[src/rtl/prio_mixer_pkg.sv]
// prio_mixer_pkg: shared constants and types for the N-layer priority mixer.
//   - CPU register map offsets (ctrl, background, per-layer priority tables, layer enable)
//   - priority width, background layer index
//   - cand_t: one layer candidate as seen by the winner/runner-up ranker
package prio_mixer_pkg;

  localparam int unsigned PRIO_W        = 4;
  localparam int unsigned REG_CTRL      = 0;
  localparam int unsigned REG_BG        = 1;
  localparam int unsigned REG_PRIO_BASE = 2;

  localparam int unsigned CTRL_BLEND_BIT = 0;
  localparam int unsigned CTRL_LATCH_BIT = 1;

  localparam logic [2:0] LAYER_BG = 3'd7;

  // Layer-enable register sits right after the n two-byte priority tables.
  function automatic int unsigned reg_en(input int unsigned n);
    return REG_PRIO_BASE + 2 * n;
  endfunction

  typedef struct packed {
    logic              valid;
    logic [PRIO_W-1:0] prio;
    logic [2:0]        idx;
  } cand_t;

endpackage

[src/rtl/prio_rank.sv]
// prio_rank: combinational winner / runner-up selector.
//   i_cand : NUM_LAYERS candidates {valid, prio, idx}
//   o_win  : highest-priority valid candidate (ties -> lowest index), valid=0 if none
//   o_run  : best valid candidate other than o_win, same rules, valid=0 if none
module prio_rank
  import prio_mixer_pkg::*;
#(
  parameter int unsigned NUM_LAYERS = 4
) (
  input  cand_t [NUM_LAYERS-1:0] i_cand,
  output cand_t                  o_win,
  output cand_t                  o_run
);

  cand_t w_win;
  cand_t w_run;

  // Strict '>' while scanning upward keeps the lower index on a tie.
  always_comb begin
    w_win = '0;
    for (int unsigned i = 0; i < NUM_LAYERS; i++) begin
      if (i_cand[i].valid && (!w_win.valid || (i_cand[i].prio > w_win.prio))) begin
        w_win = i_cand[i];
      end
    end
  end

  always_comb begin
    w_run = '0;
    for (int unsigned i = 0; i < NUM_LAYERS; i++) begin
      if (i_cand[i].valid && !(w_win.valid && (i_cand[i].idx == w_win.idx)) &&
          (!w_run.valid || (i_cand[i].prio > w_run.prio))) begin
        w_run = i_cand[i];
      end
    end
  end

  assign o_win = w_win;
  assign o_run = w_run;

endmodule

[src/rtl/prio_mixer.sv]
// prio_mixer: N-layer priority mixer with CPU staging registers and optional
// vblank-latched active copy. Two ce_pixel stages from color_in to outputs.
//   clk, reset_n       : clock, asynchronous active-low reset
//   ce_pixel, vblank   : pixel enable, vertical blank level
//   cs, cpu_rw, cpu_addr, cpu_ds_n, cpu_din, cpu_dout : 8-bit CPU register port
//   color_in           : NUM_LAYERS packed colour words, layer i at [i*COLOR_W +: COLOR_W]
//   color_out, prio_out, layer_out : mixed colour, winning priority, winning layer (7 = bg)
module prio_mixer
  import prio_mixer_pkg::*;
#(
  parameter int unsigned NUM_LAYERS = 4,
  parameter int unsigned COLOR_W    = 14,
  parameter int unsigned PEN_W      = 4,
  parameter int unsigned ADDR_W     = 5
) (
  input  logic                          clk,
  input  logic                          reset_n,
  input  logic                          ce_pixel,
  input  logic                          vblank,
  input  logic                          cs,
  input  logic                          cpu_rw,
  input  logic [ADDR_W-1:0]             cpu_addr,
  input  logic [1:0]                    cpu_ds_n,
  input  logic [7:0]                    cpu_din,
  output logic [7:0]                    cpu_dout,
  input  logic [NUM_LAYERS*COLOR_W-1:0] color_in,
  output logic [COLOR_W-1:0]            color_out,
  output logic [PRIO_W-1:0]             prio_out,
  output logic [2:0]                    layer_out
);

  localparam int unsigned NREG   = 2 * NUM_LAYERS + 3;
  localparam int unsigned REG_EN = reg_en(NUM_LAYERS);

  // ---------------------------------------------------------------------------
  // CPU staging registers and active copy
  // ---------------------------------------------------------------------------
  logic [7:0] r_stg [NREG];
  logic [7:0] r_act [NREG];
  logic [7:0] r_cpu_dout;
  logic       r_vbl_q;

  logic       w_wr_en;
  logic       w_rd_en;
  logic [7:0] w_rd_data;
  logic       w_latch;
  logic       w_vbl_rise;

  assign w_wr_en    = cs & ~cpu_rw & ~cpu_ds_n[0];
  assign w_rd_en    = cs & cpu_rw;
  assign w_latch    = r_act[REG_CTRL][CTRL_LATCH_BIT];
  assign w_vbl_rise = vblank & ~r_vbl_q;

  // Unmapped addresses read as all ones.
  always_comb begin
    w_rd_data = 8'hFF;
    for (int unsigned r = 0; r < NREG; r++) begin
      if (cpu_addr == ADDR_W'(r)) w_rd_data = r_stg[r];
    end
  end

  always_ff @(posedge clk or negedge reset_n) begin
    if (!reset_n) begin
      for (int unsigned r = 0; r < NREG; r++) r_stg[r] <= '0;
      r_cpu_dout <= '0;
      r_vbl_q    <= 1'b0;
    end else begin
      if (w_wr_en) begin
        for (int unsigned r = 0; r < NREG; r++) begin
          if (cpu_addr == ADDR_W'(r)) r_stg[r] <= cpu_din;
        end
      end
      if (w_rd_en) r_cpu_dout <= w_rd_data;
      r_vbl_q <= vblank;
    end
  end

  // Ctrl always follows staging; the rest follows every clk unless latching, in
  // which case it copies only on a vblank rise. Same-edge CPU writes are missed
  // here because r_stg still holds its pre-write value.
  always_ff @(posedge clk or negedge reset_n) begin
    if (!reset_n) begin
      for (int unsigned r = 0; r < NREG; r++) r_act[r] <= '0;
    end else begin
      r_act[REG_CTRL] <= r_stg[REG_CTRL];
      if (!w_latch || w_vbl_rise) begin
        for (int unsigned r = 1; r < NREG; r++) r_act[r] <= r_stg[r];
      end
    end
  end

  assign cpu_dout = r_cpu_dout;

  // ---------------------------------------------------------------------------
  // Stage 1: per-layer opacity and priority lookup
  // ---------------------------------------------------------------------------
  logic [COLOR_W-1:0]    w_word [NUM_LAYERS];
  logic [PRIO_W-1:0]     w_prio [NUM_LAYERS];
  logic [NUM_LAYERS-1:0] w_opq;

  for (genvar g = 0; g < NUM_LAYERS; g++) begin : g_layer
    logic [1:0]  w_sel;
    logic [15:0] w_tbl;
    assign w_word[g] = color_in[g*COLOR_W +: COLOR_W];
    assign w_sel     = w_word[g][COLOR_W-1 -: 2];
    assign w_tbl     = {r_act[REG_PRIO_BASE + 2*g + 1], r_act[REG_PRIO_BASE + 2*g]};
    assign w_prio[g] = w_tbl[{w_sel, 2'b00} +: PRIO_W];
    assign w_opq[g]  = r_act[REG_EN][g] & (|w_word[g][PEN_W-1:0]);
  end

  logic [NUM_LAYERS-1:0] r_s1_opq;
  logic [PRIO_W-1:0]     r_s1_prio [NUM_LAYERS];
  logic [COLOR_W-1:0]    r_s1_col  [NUM_LAYERS];

  always_ff @(posedge clk or negedge reset_n) begin
    if (!reset_n) begin
      r_s1_opq <= '0;
      for (int unsigned i = 0; i < NUM_LAYERS; i++) begin
        r_s1_prio[i] <= '0;
        r_s1_col[i]  <= '0;
      end
    end else if (ce_pixel) begin
      r_s1_opq <= w_opq;
      for (int unsigned i = 0; i < NUM_LAYERS; i++) begin
        r_s1_prio[i] <= w_prio[i];
        r_s1_col[i]  <= w_word[i];
      end
    end
  end

  // ---------------------------------------------------------------------------
  // Stage 2: rank, optional pen blend, background fallback
  // ---------------------------------------------------------------------------
  cand_t [NUM_LAYERS-1:0] w_cand;
  cand_t                  w_win;
  cand_t                  w_run;

  for (genvar g = 0; g < NUM_LAYERS; g++) begin : g_cand
    assign w_cand[g] = {r_s1_opq[g], r_s1_prio[g], 3'(g)};
  end

  prio_rank #(
    .NUM_LAYERS(NUM_LAYERS)
  ) u_rank (
    .i_cand(w_cand),
    .o_win (w_win),
    .o_run (w_run)
  );

  logic [COLOR_W-1:0] w_win_col;
  logic [PEN_W-1:0]   w_run_pen;
  logic               w_blend;
  logic [COLOR_W-1:0] w_col_d;
  logic [PRIO_W-1:0]  w_prio_d;
  logic [2:0]         w_layer_d;

  always_comb begin
    w_win_col = '0;
    w_run_pen = '0;
    for (int unsigned i = 0; i < NUM_LAYERS; i++) begin
      if (w_win.idx == 3'(i)) w_win_col = r_s1_col[i];
      if (w_run.idx == 3'(i)) w_run_pen = r_s1_col[i][PEN_W-1:0];
    end
  end

  // Blend only when the runner-up sits exactly one level below; prio 0 cannot wrap.
  assign w_blend = r_act[REG_CTRL][CTRL_BLEND_BIT] & w_run.valid & (w_win.prio != '0) &
                   (w_run.prio == (w_win.prio - PRIO_W'(1)));

  always_comb begin
    w_col_d   = {{(COLOR_W-8){1'b0}}, r_act[REG_BG]};
    w_prio_d  = '0;
    w_layer_d = LAYER_BG;
    if (w_win.valid) begin
      w_col_d   = w_blend ? {w_win_col[COLOR_W-1:PEN_W], w_run_pen} : w_win_col;
      w_prio_d  = w_win.prio;
      w_layer_d = w_win.idx;
    end
  end

  logic [COLOR_W-1:0] r_color;
  logic [PRIO_W-1:0]  r_prio;
  logic [2:0]         r_layer;

  always_ff @(posedge clk or negedge reset_n) begin
    if (!reset_n) begin
      r_color <= '0;
      r_prio  <= '0;
      r_layer <= LAYER_BG;
    end else if (ce_pixel) begin
      r_color <= w_col_d;
      r_prio  <= w_prio_d;
      r_layer <= w_layer_d;
    end
  end

  assign color_out = r_color;
  assign prio_out  = r_prio;
  assign layer_out = r_layer;

  logic w_unused;
  assign w_unused = ^{cpu_ds_n[1], r_act[REG_CTRL], r_act[REG_EN], w_run.idx};

endmodule

[config.mk]
export PLATFORM = sky130hd
export DESIGN_NAME = prio_mixer
export DESIGN_NICKNAME = d
export VERILOG_FILES = /design/src/rtl/prio_mixer_pkg.sv /design/src/rtl/prio_rank.sv /design/src/rtl/prio_mixer.sv
export SDC_FILE = /design/constraint.sdc
export NUM_CORES = 1
export LEC_CHECK = 0
export BUFFER_PORTS_ARGS = -buffer_cell sky130_fd_sc_hd__buf_2
export CAP_MARGIN = 20
export CORE_MARGIN = 2
export CORE_UTILIZATION = 60
export DETAILED_ROUTE_END_ITERATION = 12
export PLACE_DENSITY = 0.8
export SYNTH_ARGS = -nofsm -noshare
export SYNTH_HDL_FRONTEND = slang
export SYNTH_SLANG_ARGS = --single-unit
export TNS_END_PERCENT = 50
[constraint.sdc]
create_clock -name clk -period 33.4 [get_ports clk]
set_input_delay 3.34 -clock clk [delete_from_list [all_inputs] [get_ports clk]]
set_output_delay 3.34 -clock clk [all_outputs]
set_load 0.05 [all_outputs]
* Word level (Yosys, flattened, before mapping)
Cells that the tools add are included.
Word-level totals: bits in registers 272, bits of input ports 77, output and inout bits 29, word-level logic and storage cells 163
Operators by class: add/subtract/negate cells 1, $lt $le $gt $ge 6, equal/unequal tests 20, shifts and indexed selects 4, multiplexer cells 31, bitwise gates (word level) 14, reduce and logical (&&, ||, !) cells 51
Operators by type and width (number):
- $mux 8 | 19
- $mux 14 | 5
- $shiftx 16x5->4 | 4
- $gt 4x4->1 | 6
- $mux 4 | 6
- $reduce_and 2->1 | 11
- $eq 5x3->1 const B | 4
- $reduce_or 4->1 | 4
- $eq 5x4->1 const B | 3
- $logic_and 1x1->1 | 14
- $eq 3x2->1 const B | 4
- $and 1x1->1 | 11
- $logic_not 1->1 | 11
- $eq 5x2->1 const B | 2
- $logic_or 1x1->1 | 7
- $eq 2x3->1 const A | 2
- $eq 3x1->1 const B | 2
- $logic_not 3->1 | 2
- $eq 5x1->1 const B | 1
- $logic_not 5->1 | 1
- $eq 4x4->1 | 1
- $reduce_bool 4->1 | 1
- $sub 4x1->4 const B | 1
- $eq 1x3->1 const A | 1
- other kinds (2) | 4

* Longest topological paths before layout
word-level depth 37, gate-level depth with buffers 49, gate-level depth less buffers 45

* By module
A second synthesis with hierarchy kept.
Second synthesis, totals: cells, all modules 1067, area total of the unflattened synthesis 13645.6 um^2
Modules (own cells, without submodules):
- prio_mixer | instances 1, cells each 836, area an instance 11902.7 um^2, seq. area each 6810.3 um^2
- prio_rank | instances 1, cells each 231, area an instance 1742.9 um^2, seq. area each 0.0 um^2

* Worst setup path before layout
Ideal clock, no wire load.
path kind flip-flop to flip-flop, from register r_s1_opq[0], to register r_color[0] (netlist: color_out[0]), library setup time 0.120 ns, data arrival time 10.412 ns, required time 33.280 ns, path slack 22.868 ns, stages on the path, launching flop included 48, buffers on the path 4, clock period less this slack 10.532 ns, cells stage by stage dfrtp_1 clkbuf_1 and2_1 inv_1 ha_1 nand4_1 or2_2 o211a_1 clkbuf_1 a2bb2oi_1 ha_1 nor2b_1 o211ai_1 a21o_1 clkbuf_1 o221ai_1 nand2_1 ha_1 (+12 left out) inv_1 ha_1 a21oi_1 o21ai_0 a21o_1 o221ai_1 clkbuf_1 mux2_2 ha_1 and4_1 a21oi_1 o2111ai_1 nand2_1 o221ai_1 xor2_1 nand4_2 a2111o_1 a31o_1
Between the ends: cells in the longest elaborated chain, start to end 37, elaborated cells between the ends (all ways) 71, classes of those cells add/sub: 1; order compare: 6; eq/ne: 10; mux: 18; bitwise: 3; reduce/logical: 33
Ends and longest elaborated chain:
- start, declared | RTL line prio_mixer.sv:111 | logic [NUM_LAYERS-1:0] r_s1_opq;
- start signal, assigned | RTL line prio_mixer.sv:123 | r_s1_opq <= w_opq;
- $mux 8 | RTL line prio_rank.sv:22 | if (i_cand[i].valid && (!w_win.valid || (i_cand[i].prio > w_win.prio))) begin
- $gt 4x4->1 or $logic_not 1->1 (tied branches) | RTL line prio_rank.sv:22
- $logic_or 1x1->1 | RTL line prio_rank.sv:22
- $logic_and 1x1->1 | RTL line prio_rank.sv:22
- $mux 8 | RTL line prio_rank.sv:22
- $gt 4x4->1 or $logic_not 1->1 (tied branches) | RTL line prio_rank.sv:22
- $logic_or 1x1->1 | RTL line prio_rank.sv:22
- $logic_and 1x1->1 | RTL line prio_rank.sv:22
- (+18 left out)
- $gt 4x4->1 or $logic_not 1->1 (tied branches) | RTL line prio_rank.sv:32 | (!w_run.valid || (i_cand[i].prio > w_run.prio))) begin
- $logic_or 1x1->1 | RTL line prio_rank.sv:32
- $logic_and 1x1->1 | RTL line prio_rank.sv:31 | if (i_cand[i].valid && !(w_win.valid && (i_cand[i].idx == w_win.idx)) &&
- $mux 8 | RTL line prio_rank.sv:31
- $logic_not 3->1 | RTL line prio_mixer.sv:162 | if (w_run.idx == 3'(i)) w_run_pen = r_s1_col[i][PEN_W-1:0];
- $mux 4 (4 in a row) | RTL line prio_mixer.sv:162
- $mux 4 | RTL line prio_mixer.sv:175 | w_col_d = w_blend ? {w_win_col[COLOR_W-1:PEN_W], w_run_pen} : w_win_col;
- $mux 14 (*) | RTL line prio_mixer.sv:174 | if (w_win.valid) begin
- end signal, assigned | RTL line prio_mixer.sv:191 | r_color <= w_col_d;
- end, declared | RTL line prio_mixer.sv:181 | logic [COLOR_W-1:0] r_color;
Mark *: on every way between the ends. The rest lies on a longest branch, timed or not. A chain may end at the register's enable or synchronous reset.

* Final worst setup path
from register r_s1_opq[0], to register r_color[1] (netlist: color_out[1])
Same word-level chain as after synthesis.

==> summary.md <==
| Metric | Value |
|---|---|
| Async S/R FF share, synth | `1.00` |
| Cells after DPL | `1332` |
| Worst setup margin | `21.48 ns` |
| Switching power | `248 uW` |
| DRC | `0` |
| Resized Gates After CTS | `0` |
| Worst hold endpoint | `r_act[81]$_DFF_PN0_` |
| Initial antenna violation count | `0` |
| Final Wtd Congestion | `0.918` |
| Clock tree sinks | `272` |
| Reg-to-Reg End | `color_out[1]$_DFFE_PN0P_` |
| Seq pwr share | `0.448` |
| Worst vdd ir | `0.0447 mV` |
| # IOs | `106` |
| Hold-critical path depth | `0` |
| Final hold viol count | `0` |
| Largest cells by area after synthesis | `dfrtp_1 52%, mux2_2 20%, mux4_2 4.2%` |
| P_leak | `0.00689 uW` |
| Setup crit end kind | `register` |
| CTS tree | `done` |
| Critical Path Fanout Max | `19` |
| Setup bufs post-CTS | `0` |
| Via density | `6.39` |
| 1st-pass router iterations | `7` |
| Internal Power | `623 uW` |
| Die area | `22600 um2` |
| CTS max path bufs | `3` |
| Antenna-violating nets left | `0` |
| Minimum clock period | `11.92 ns` |
| Unrepaired setup endpoints after global routing | `false` |
| Root buffer cell | `clkbuf_16` |
| Seq/Total Area, Yosys | `0.529` |
| Fin util | `0.695` |
| Share of cells above drive strength 1 | `0.394` |
| Critical path data required time | `33.82 ns` |
| Clock-pin slew on the worst setup and hold paths | `0.06 ns` |
| Mapped Cells | `995` |
| Area growth, synth to finish | `13.6%` |
| Top_reg_cell synth | `dfrtp_1` |
| Slew Limit Fails | `0` |
| Crit-path slowest cell | `a311oi_4` |
| Fin Clk Skew | `0.0256 ns` |
| Die Y | `150 um` |
| Max Cap Violations | `0` |
| Crit path arrival time | `12.35 ns` |
| Yosys top cell area share | `0.523` |
| Crit path kind | `reg -> reg` |
| Largest net degree at the start of global routing | `179` |
| Hold_buf cts | `0` |
| Combinational power share | `0.182` |
| WL final | `30300 um` |
| Worst-Margin Slew | `1.08 ns` |
| Final HPWL DP | `20800 um` |
| Row Count | `53` |
| Final setup fails | `0` |
| Worst min path class | `reg -> reg` |
| Synth cell count leaders | `269 x dfrtp_1, 234 x mux2_2, 44 x clkbuf_1, 43 x nor2_1, 39 x nand2_1` |
| DR vias | `8838` |
| Wirelength per Cell | `21.9 um` |
| Crit path launch type | `register` |
| Iteration-0 DRC Markers | `649` |
| Distinct cells, synth | `66` |
| Total CTS buffers | `28` |
| Worst Min Path Start | `r_stg[81]$_DFFE_PN0P_` |
| PortBufs | `104` |
| Synth Cell Area | `12900 um2` |
| Top-count cell post-synth | `dfrtp_1` |
| CP max stage delay | `0.68 ns` |
| Finished Layout Cells | `1384` |
| Grt ovf | `0` |
| Pre-CTS WS | `21.74 ns` |
| Tot Pwr | `871 uW` |
| Core Region | `21000 um2` |
| Number of flops mapped to enable cells by yosys | `0` |
| Cell count of the worst reg-to-reg path | `44` |
| YS warnings | `0` |
| H-tree Lvls | `1` |
| Seq cells post-synth | `272` |
| Final TNS setup | `0 ns` |
| Sw frac | `0.285` |
| Total GRT Usage | `0.275` |
| Max frequency | `0.0839 GHz` |
| Status | `completed` |
| Pwr Density | `59.5 nW/um2` |
| R2r startpoint | `r_s1_opq[0]$_DFFE_PN0P_` |
| Avg Cell Area, Syn | `12.9 um2` |
| Final period util | `0.357` |
| Nets@finish | `1189` |
| Slew Limit Headroom | `0.273` |
| Net Count, Synth | `1097` |
| Worst-Skew Late Latency | `0.56 ns` |
| Most area-hungry cell type in the Yosys netlist | `dfrtp_1` |
| # diodes | `0` |
| CP dominant cell by count | `ha_1` |
| Power share of the clock group | `0.370` |
| First-pass GRT wire length | `48200 um` |
| Vias in the first global route | `8851` |
| R2r setup slk | `21.48 ns` |
| Initial Util | `0.612` |
| Die Span X | `150 um` |
-- placed cells by master (no fill, tap or decap), types with 7 or more instances in the layout --
| cell | synthesis | layout |
|---|---|---|
| dfrtp_1 | 269 | 269 |
| a221oi_1 | 9 | 9 |
| nor2b_1 | 8 | 8 |
| or3_1 | 10 | 10 |
| mux2_2 | 234 | 234 |
| nor2_1 | 43 | 43 |
| buf_2 | 1 | 102 |
| inv_1 | 25 | 25 |
| nand2_1 | 39 | 39 |
| a22oi_1 | 7 | 7 |
| mux2i_1 | 14 | 14 |
| nor4_1 | 11 | 11 |
| buf_4 | 0 | 8 |
| o22ai_1 | 31 | 30 |
| a21oi_1 | 37 | 37 |
| ha_1 | 25 | 25 |
| mux4_2 | 24 | 24 |
| o21ai_0 | 35 | 35 |
| clkbuf_8 | 0 | 8 |
| nand3_1 | 15 | 15 |
| clkbuf_16 | 0 | 28 |
-- cell type report --
type                       instances  area (um2)
clock buffer                      41         830
clock inverter                    11         144
fill                            1448        6400
inverter                          25        93.8
multi-input combinational        648        5790
sequential                       272        6810
tap                              275         344
timing repair buffer             112         606
-- power by group through the flow --
| stage | registers [uW] | clock network [uW] | logic, uW |
|---|---|---|---|
| after CTS | 389 | 328 | 159 |
| after detailed placement | 395 | 0 | 158 |
| final | 390 | 322 | 158 |
| after global routing | 393 | 340 | 173 |
| after global placement | 393 | 0 | 154 |
| after floorplan | 408 | 0 | 92.7 |
-- flip-flops by register name, indices dropped and copies added, names as in the netlist --
signal and flops:
r_s1_prio 16, r_stg 88, r_s1_col 56, cpu_dout 8, r_s1_opq 4, g_layer.w_tbl 64
r_act 14, color_out 14, r_vbl_q 1, layer_out 3, prio_out 4
-- kinds of logic (layout without fill, tap and decap cells) --
family	Yosys count	after routing	synth area share
xor+xnor	3	3	0.00204
fa+ha+maj	27	27	0.0259
simple gates	165	165	0.0652
mux	272	272	0.258
buf+inv	75	189	0.0220
flops	272	272	0.529
compound gates	181	181	0.0979
-- worst max-delay path, delay by kind of cell, from the launching register on --
family | cells | cell delay (ns)
AOI/OAI and AO/OA | 20 | 5.65
and+or+nand+nor | 12 | 2.87
adders and majority gates | 6 | 1.59
DFF | 1 | 0.63
buffers and inverters | 4 | 0.49
muxes | 1 | 0.36
xor gates and xnor gates | 1 | 0.21
-- per-stage QoR --
| step | hold WS [ns] | area (um2) |
|---|---|---|
| 2_1_floorplan | 0.366 | 12900 |
| 3_3_place_gp | 0.393 | 13600 |
| 3_5_place_dp | 0.413 | 13600 |
| 4_1_cts | 0.425 | 14600 |
| 5_1_grt | 0.444 | 14600 |
| 6_report | 0.420 | 14600 |
-- worst max-delay path by stage --
stage | startpoint | end | cells after the start
global placement | r_s1_opq[0]$_DFFE_PN0P_ | color_out[1]$_DFFE_PN0P_ | 43
global route | r_s1_opq[0]$_DFFE_PN0P_ | color_out[1]$_DFFE_PN0P_ | 43
detailed placement | r_s1_opq[0]$_DFFE_PN0P_ | color_out[1]$_DFFE_PN0P_ | 44
finish | r_s1_opq[0]$_DFFE_PN0P_ | color_out[1]$_DFFE_PN0P_ | 44
floorplan | r_s1_opq[0]$_DFFE_PN0P_ | color_out[0]$_DFFE_PN0P_ | 47
CTS | r_s1_opq[0]$_DFFE_PN0P_ | color_out[1]$_DFFE_PN0P_ | 44
-- per-layer routing --
metal  share of wire  wire length [um]  global-route usage
met5               0                 0                   0
met4           0.043              1300               0.118
met3           0.057              1720              0.0391
met2            0.47             14200               0.435
met1            0.43             13100               0.386
No activity file was read; power rests on OpenSTA's default activity.
